**src/rtl/rca_profile_scanner.sv**
```systemverilog
// rca_profile_scanner: locks the branch profiler, scans every entry and reports
// the hottest valid entry whose taken count reaches THRESHOLD.
module rca_profile_scanner #(
  parameter int NUM_ENTRIES = 8,
  parameter int COUNT_W = 4,
  parameter int XLEN = 32,
  parameter int THRESHOLD = 12,
  localparam int IW = $clog2(NUM_ENTRIES)
) (
  input  logic               clk,
  input  logic               rst,
  input  logic               start,
  input  logic               abort,
  output logic               lock_o,
  output logic               rd_en,
  output logic [IW-1:0]      rd_idx,
  input  logic [XLEN-1:0]    rd_addr,
  input  logic               rd_entry_valid,
  input  logic [COUNT_W-1:0] rd_count,
  output logic               res_valid,
  input  logic               res_ready,
  output logic               res_found,
  output logic [IW-1:0]      res_idx,
  output logic [XLEN-1:0]    res_addr,
  output logic [COUNT_W-1:0] res_count,
  output logic               busy
);
  typedef enum logic [1:0] {IDLE, LOCK, SCAN, RESULT} state_t;
  state_t state, state_nx;
  logic [IW:0] cnt;
  logic pending, last, eval, take;
  assign last = state == SCAN && cnt == (IW+1)'(NUM_ENTRIES);
  // read data lags rd_en by one cycle, so count c evaluates entry c-1
  assign eval = state == SCAN && cnt != '0;
  assign take = eval && rd_entry_valid && rd_count >= COUNT_W'(THRESHOLD) &&
                (!res_found || rd_count > res_count);
  always_ff @(posedge clk or negedge rst)
    if (!rst) state <= IDLE;
    else state <= state_nx;
  always_comb
    state_nx = (state != IDLE && abort) ? IDLE :
               state == IDLE ? ((start || pending) ? LOCK : IDLE) :
               state == LOCK ? SCAN :
               state == SCAN ? (last ? RESULT : SCAN) :
               (res_ready ? IDLE : RESULT);
  always_comb begin
    lock_o = state != IDLE;
    busy = state != IDLE;
    rd_en = state == SCAN && cnt < (IW+1)'(NUM_ENTRIES);
    rd_idx = rd_en ? cnt[IW-1:0] : '0;
    res_valid = state == RESULT;
  end
  always_ff @(posedge clk or negedge rst)
    if (!rst) begin
      cnt <= '0;
      pending <= 1'b0;
      res_found <= 1'b0;
      res_idx <= '0;
      res_addr <= '0;
      res_count <= '0;
    end else begin
      cnt <= (state == SCAN && state_nx == SCAN) ? cnt + 1'b1 : '0;
      pending <= state != IDLE && !abort && (pending || start);
      if (state == IDLE && (start || pending)) begin
        res_found <= 1'b0;
        res_idx <= '0;
        res_addr <= '0;
        res_count <= '0;
      end else if (take) begin
        res_found <= 1'b1;
        res_idx <= IW'(cnt - 1'b1);
        res_addr <= rd_addr;
        res_count <= rd_count;
      end
    end
endmodule

```
**config.mk**
```make
export PLATFORM = sky130hd
export DESIGN_NAME = rca_profile_scanner
export DESIGN_NICKNAME = d
export VERILOG_FILES = /design/src/rtl/rca_profile_scanner.sv
export SDC_FILE = /design/constraint.sdc
export NUM_CORES = 1
export LEC_CHECK = 0
export CORE_MARGIN = 1.5
export CORE_UTILIZATION = 40
export DETAILED_ROUTE_END_ITERATION = 12
export GPL_TIMING_DRIVEN = 0
export PLACE_DENSITY_LB_ADDON = 0.25
export REMOVE_ABC_BUFFERS = 1
export SYNTH_ARGS = -nofsm -noshare
export SYNTH_HDL_FRONTEND = slang
export SYNTH_SLANG_ARGS = --single-unit
```
**constraint.sdc**
```tcl
create_clock -name clk -period 4.25 [get_ports clk]
set_clock_uncertainty 0.15 [all_clocks]
set_input_delay 0.6375 -clock clk [delete_from_list [all_inputs] [get_ports clk]]
set_output_delay 0.6375 -clock clk [all_outputs]
set_load 0.02 [all_outputs]
```
==> results.md, run 1 <==
- Pins Over Slew Limit: 0
- Status: finished clean
- Layout cells sized above 1: 4.23%
- FF-to-FF End: res_addr[28]
- Via/cell ratio: around 4.5
- Synth unique cells: 27
- Max cap viols: 0
- Core area: 5240 um^2
- Primary FF master, synth: dfrtp_1
- Die Height: 77.5 um
- Seq/Total Area, Yosys: 53.0%
- Max_slew headroom: 17.4%
- GR Util All Layers: 15.9%
- # DRC: 0
- Port bufs: 88
- Critical path launch point type: primary input
- Internal: 674 uW
- Crit share post-route: approximately 70%
- Syn Area/Cell: 10.1 um^2
- Sw power: roughly 260 uW
- Clock share of power: 27.3%
- Crit. End Element: register
- FF-to-FF path depth: 6
- Drt pass-1 iters: 6
- Worst R2R Start: cnt[0]
- First-pass GRT wire length: 7610 um
- Fin cells: 377
- Gr ovfl total: 0
- Data arrival, critical path: a little over 3 ns
- Antenna violations before repair: 0
- Power Density: 286 nW/um^2
- Top cells by area, synth: dfrtp_1, mux2i_1, nand2_1
- Final Hold Fails: 0
- Yosys top cell by area: dfrtp_1
- Top cell type's share of synthesized area: between 50% and 60%
- Post-cts gate resize count: 0
- Synthesized area: 2220 um^2
- Die W: 77.5 um
- Cts bufs inserted: 5
- F_max: around 0.33 GHz
- Max FO, Critical Path: 39
- Crit path time final: 3.06 ns
- Sequential share of power: about half
- CP top delay family: simple AND/OR/NAND/NOR gates
- Synth Register Bits: 47
- Final Power: about 930 uW
- Syn Inst Count: 219
- CTS tree: built
- Comb power frac: 22.2%
- Clock buffer depth: 2
- Crit Path Class: primary input to register
- Final setup vio count: 0
- Reg2reg setup slack: 1.44 ns
- Clock Tree Root: clkbuf_8
- Placed cell count: 369
- Nets: 354
- CTS HTree Levels: 2
- Crit-path cells: clkdlybuf4s50_1, ha_1, nor2b_1, o211ai_1, nand4b_1, nand3_2, mux2i_1
- HP Class: primary input to async pin
- Hold_buf cts: 0
- Initial Util: between 40% and 50%
- # IOs: 89
- DR vias: around 1.7k
- WL final: 4460 um
- Max VDD drop: ~0.00019 V
- Final setup TNS: 0 ns
- Vias in the first global route: 1741
- Pleak: 0.00177 uW
- Area growth, synth to finish: 46.8%
- Die area: 6000 um^2
- Slew @ Worst Pin: 1.24 ns
- Setup Buffers After CTS: 0
- Pin count of the biggest net entering global routing: 40
- Async set-reset flop share out of synthesis: 100%
- Drt wl/cell: 11.8 um
- Clock latency on the worst-skew pair: 0.29 ns
- Buf+Inv Stages, Crit Path: 1
- Sw frac: around 28%
- Yosys warns: 0
- CP max-delay cell: nand3_2
- Worst EP required: approximately 4.3 ns
- ANT nets after route: 0
- CTS Sinks: 47
- RSZ-0062 raised after global routing: false
- CP max stage delay: around 0.93 ns
- DRT iter0 DRCs: 31
- Worst-path clk slew: about 0.08 ns
- DP Wirelength: approximately 3200 um
- Post-synth EDFFs: 0
- Row Count: 26
- Final RePlAce weighted congestion: roughly 0.75
- ANT cells: 0
area by class of cell:
type	count	area, um^2
Clock buffer	7	76.3
Sequential cell	47	1180
Fill cell	464	1980
Timing Repair Buffer	90	923
Multi-Input combinational cell	120	832
Clock inverter	1	5.00
Tap cell	70	87.6
Inverter	42	158
through the flow:
| stage | util (%) | instance area, um^2 | hold slack [ns] | setup slack [ns] |
|---|---|---|---|---|
| global route | 62.2 | 3260 | 0.176 | 0.917 |
| detailed placement | 60.7 | 3180 | 0.350 | 0.819 |
| global placement | 59.6 | 3120 | 0.338 | 0.281 |
| finish | 62.2 | 3260 | 0.143 | 1.19 |
| floorplan | - | 2150 | 0.192 | 1.71 |
| CTS | 62.2 | 3260 | 0.155 | 1.11 |
worst max-delay path by stage:
stage	slack, ns	endpoint	startpoint	cells after the start
final	1.19	res_addr[28]	rd_count[1]	7
after global routing	0.92	res_addr[28]	rd_count[0]	8
after CTS	1.11	res_addr[28]	rd_count[0]	7
after detailed placement	0.82	res_addr[28]	rd_count[0]	7
after global placement	0.28	res_addr[9]	start	4
after floorplan	1.71	res_addr[0]	rd_count[1]	6
Yosys cell counts (2+ instances only):
cell type   n
nor3_1      4
buf_4       3
nand2_1    44
nand3_1     4
dfrtp_1    47
xnor2_1     2
buf_6       2
nor2_1      8
ha_1        6
clkbuf_1    4
mux2i_1    38
inv_1      42
sequential cells by signal (all words and copies together) (netlist names):
| register | flops |
|---|---|
| cnt | 4 |
| pending | 1 |
| res_addr | 32 |
| res_count | 4 |
| res_found | 1 |
| res_idx | 3 |
| state | 2 |
power groups by stage:
stage / combinational (uW) / sequential, uW / clock, uW
6_report: 206 / 471 / 254
5_1_grt: 226 / 473 / 285
4_1_cts: 211 / 471 / 266
3_5_place_dp: 210 / 480 / 0
3_3_place_gp: 186 / 479 / 0
2_1_floorplan: 81.5 / 483 / 0
layout by cell type, fill, tap and decap left out, drive strengths merged:
cell type and instances:
nand3b 1, clkbuf 7, nor3 5, o21ai 1, nor2b 1, ha 6, nand4b 1, nand2 44
dfrtp 47, o21a 1, nand3 5, o211ai 1, buf 3, mux2i 38, and2 1, clkdlybuf4s50 87
xnor2 2, inv 42, a211oi 1, nor2 8, and3 1, clkinv 1, nor3b 1, nand2b 1
xor2 1
logic make-up after synthesis:
family	share of synthesized area, %
simple gates	14.0
buf+inv	10.0
compound gates	1.24
fa+ha+maj	3.38
mux	17.1
xor+xnor	1.18
flops	53.0
routing by layer:
metal / part of all wire (%) / routed length, um / vias up / GRT usage [%]
li1: - / - / 844 / -
met1: 42 / 1870 / 796 / 18.7
met2: 47 / 2110 / 63 / 26.1
met3: 9.5 / 424 / 6 / 6.12
met4: 1.3 / 58 / 0 / 6.36
met5: 0 / 0 / - / 0
Power figures use the tool's default switching activity.
==> run 2: changes to the inputs <==
--- a/config.mk
+++ b/config.mk
@@ -6,7 +6,7 @@
 export NUM_CORES = 1
 export LEC_CHECK = 0
 export CORE_MARGIN = 1.5
-export CORE_UTILIZATION = 40
+export CORE_UTILIZATION = 39
 export DETAILED_ROUTE_END_ITERATION = 12
 export GPL_TIMING_DRIVEN = 0
 export PLACE_DENSITY_LB_ADDON = 0.25
==> constraint.sdc (replaced) <==
create_clock -name clk -period 2.55 [get_ports clk]
set_clock_uncertainty 0.15 [all_clocks]
set_input_delay 0.3825 -clock clk [delete_from_list [all_inputs] [get_ports clk]]
set_output_delay 0.3825 -clock clk [all_outputs]
set_load 0.02 [all_outputs]
==> results.md, run 2 (synthesis gave the netlist of run 1 again) <==
- Max FO, Critical Path: 39 (unchanged)
- Final Power: 1550 uW (+66%)
- Internal: 1110 uW (+65%)
- Pleak: 0.00177 uW (about the same)
- Die area: 6150 um^2 (+2.5%)
- Clock Tree Root: clkbuf_8
- Critical path launch point type: primary input
- DR vias: 1706 (-0.18%)
- Layout cells sized above 1: 4.25% (+0.014 points)
- HP Class: primary input to async pin
- FF-to-FF End: res_addr[24]
- Power Density: 473 nW/um^2 (+65%)
- Critical Path Start: rd_count[1]
- First-pass GRT wire length: 7950 um (+4.4%)
- F_max: 0.421 GHz
- Drt wl/cell: 12.0 um (+1.7%)
- Final setup vio count: 0 (unchanged)
- CTS Sinks: 47 (unchanged)
- Sw power: 432 uW (+68%)
- Data arrival, critical path: 2.43 ns (-0.67 ns)
- Pins Over Slew Limit: 0 (unchanged)
- Largest reg by FF count: res_addr
- Final RePlAce weighted congestion: 0.757 (+1.4%)
- Fill count: 462 (-0.43%)
- Max VDD drop: 0.000302 V (+62%)
- Setup Buffers After CTS: 0 (unchanged)
- WL final: 4540 um (+2.0%)
- Crit path time final: 2.37 ns
- RSZ-0062 raised after global routing: false
- GR Util All Layers: 16.2% (+0.30 points)
- Area growth, synth to finish: 47.5%
- Gr ovfl total: 0 (unchanged)
- ANT nets after route: 0 (unchanged)
- Crit Path Class: primary input to register
- Reg2reg setup slack: 0.19 ns (-1.25 ns)
- CTS tree: built
- Final Hold Fails: 0 (unchanged)
- Status: finished clean
- Drt pass-1 iters: 4 (-2)
- Top flop regs: res_addr (32), cnt (4), res_count (4)
- # DRC: 0 (unchanged)
- Antenna violations before repair: 0 (unchanged)
- Die W: 78.4 um (+1.2%)
- Clock share of power: 26.9% (-0.4 points)
- Hold Worst Slack: 0.335 ns (+0.193 ns)
- Via/cell ratio: 4.51 (-0.44%)
- Clock latency on the worst-skew pair: 0.29 ns (about the same)
- Worst EP required: 2.60 ns (-1.69 ns)
- Initial Util: 40.3% (-2.1 points)
- Max reg flops: 32 (unchanged)
- Sw frac: 28.0% (+0.32 points)
- Max cap viols: 0 (unchanged)
- Clock buffer depth: 2 (unchanged)
- Commonest non-fill, non-tap cells in the layout: clkdlybuf4s50_1, dfrtp_1, nand2_1
- ANT cells: 0 (unchanged)
- Nets: 355 (+0.28%)
- Most common cell after layout, fill and taps aside: clkdlybuf4s50_1
- Worst-path clk slew: 0.09 ns (about the same)
- Core area: 5510 um^2 (+5.1%)
- Max_slew headroom: 51.7% (+34 points)
- Port bufs: 88 (unchanged)
- Crit. End Element: register
- Crit share post-route: 93.1%
- DP Wirelength: 3210 um (+0.58%)
- Die Height: 78.4 um (+1.2%)
- Placement Cell Area: 3180 um^2 (about the same)
- Slew @ Worst Pin: 0.724 ns (-0.513 ns)
- FF-to-FF path depth: 6 (unchanged)
- CTS HTree Levels: 2 (unchanged)
- DRT iter0 DRCs: 81 (+160%)
- # IOs: 89 (unchanged)
- Sequential share of power: 50.7% (+0.2 points)
- Pin count of the biggest net entering global routing: 40 (unchanged)
- Vias in the first global route: 1756 (+0.86%)
- Worst R2R Start: cnt[0]
- Final Instance Area: 3270 um^2 (+0.46%)
- Row Count: 27 (+3.8%)
- Comb power frac: 22.4% (+0.2 points)
- Cts bufs inserted: 5 (unchanged)
[run 2: changes by cell type in the layout (fill, tap and decap cells not counted), sizes merged]
cell / change
dlygate4sd3: +1
clkinvlp: +1
clkinv: -1
clkbuf: -2
[run 2: cell type report]
cell class / instances / area [um^2] / share of cell area [%]
flip-flops and latches: 47 / 1180 / 35.9
clock buffers: 5 / 68.8 / 2.10
repair buffers: 91 / 933 / 28.5
multi-input cells: 120 / 840 / 25.6
clock inverters: 1 / 7.51 / 0.229
well taps: 72 / 90.1 / 2.75
inverters: 42 / 158 / 4.82
[run 2: worst max-delay path, stage by stage]
cell and delay [ns]:
clkdlybuf4s50_1 0.43, ha_1 0.30, nor2b_1 0.13, o211ai_1 0.18, nand4b_1 0.19, nand3_4 0.52, mux2i_1 0.26
[run 2: worst max-delay path by stage]
stage,cells past startpoint,end
floorplan,7,res_addr[0]
global placement,4,res_addr[25]
detailed placement,7,res_addr[15]
CTS,6,res_addr[22]
global route,6,res_addr[30]
finish,7,res_addr[24]
[run 2: power groups by stage]
stage	registers (uW)	clock network, uW	logic, uW
2_1_floorplan	805	0	136
3_3_place_gp	798	0	309
3_5_place_dp	799	0	350
4_1_cts	785	437	353
5_1_grt	788	467	382
6_report	784	416	347
[run 2: metrics by stage]
step | worst slack [ns] | cells | TNS (ns) | util (%)
final | 0.176 | 378 | 0 | 59.4
after global routing | 0.0000731 | 378 | 0 | 59.4
after CTS | 0.155 | 378 | 0 | 59.4
after detailed placement | -0.632 | 371 | -22.65 | 57.7
after global placement | -1.11 | 369 | -65.61 | 56.8
after floorplan | 0.126 | 209 | 0 | -
[run 2: what timing repair did]
| item | in CTS | in global routing |
|---|---|---|
| hold endpoints to repair | 8 | 0 |
| setup endpoints to repair | 39 | 0 |
| hold buffers | 1 | 0 |
| resized for setup | 1 | 0 |
[run 2: layer usage]
metal	vias up	wire length (um)	track usage (%)
met5	-	0	0
met4	0	32	4.29
met3	5	408	6.51
met2	64	2060	26.9
met1	788	2040	19.6
li1	849	-	-
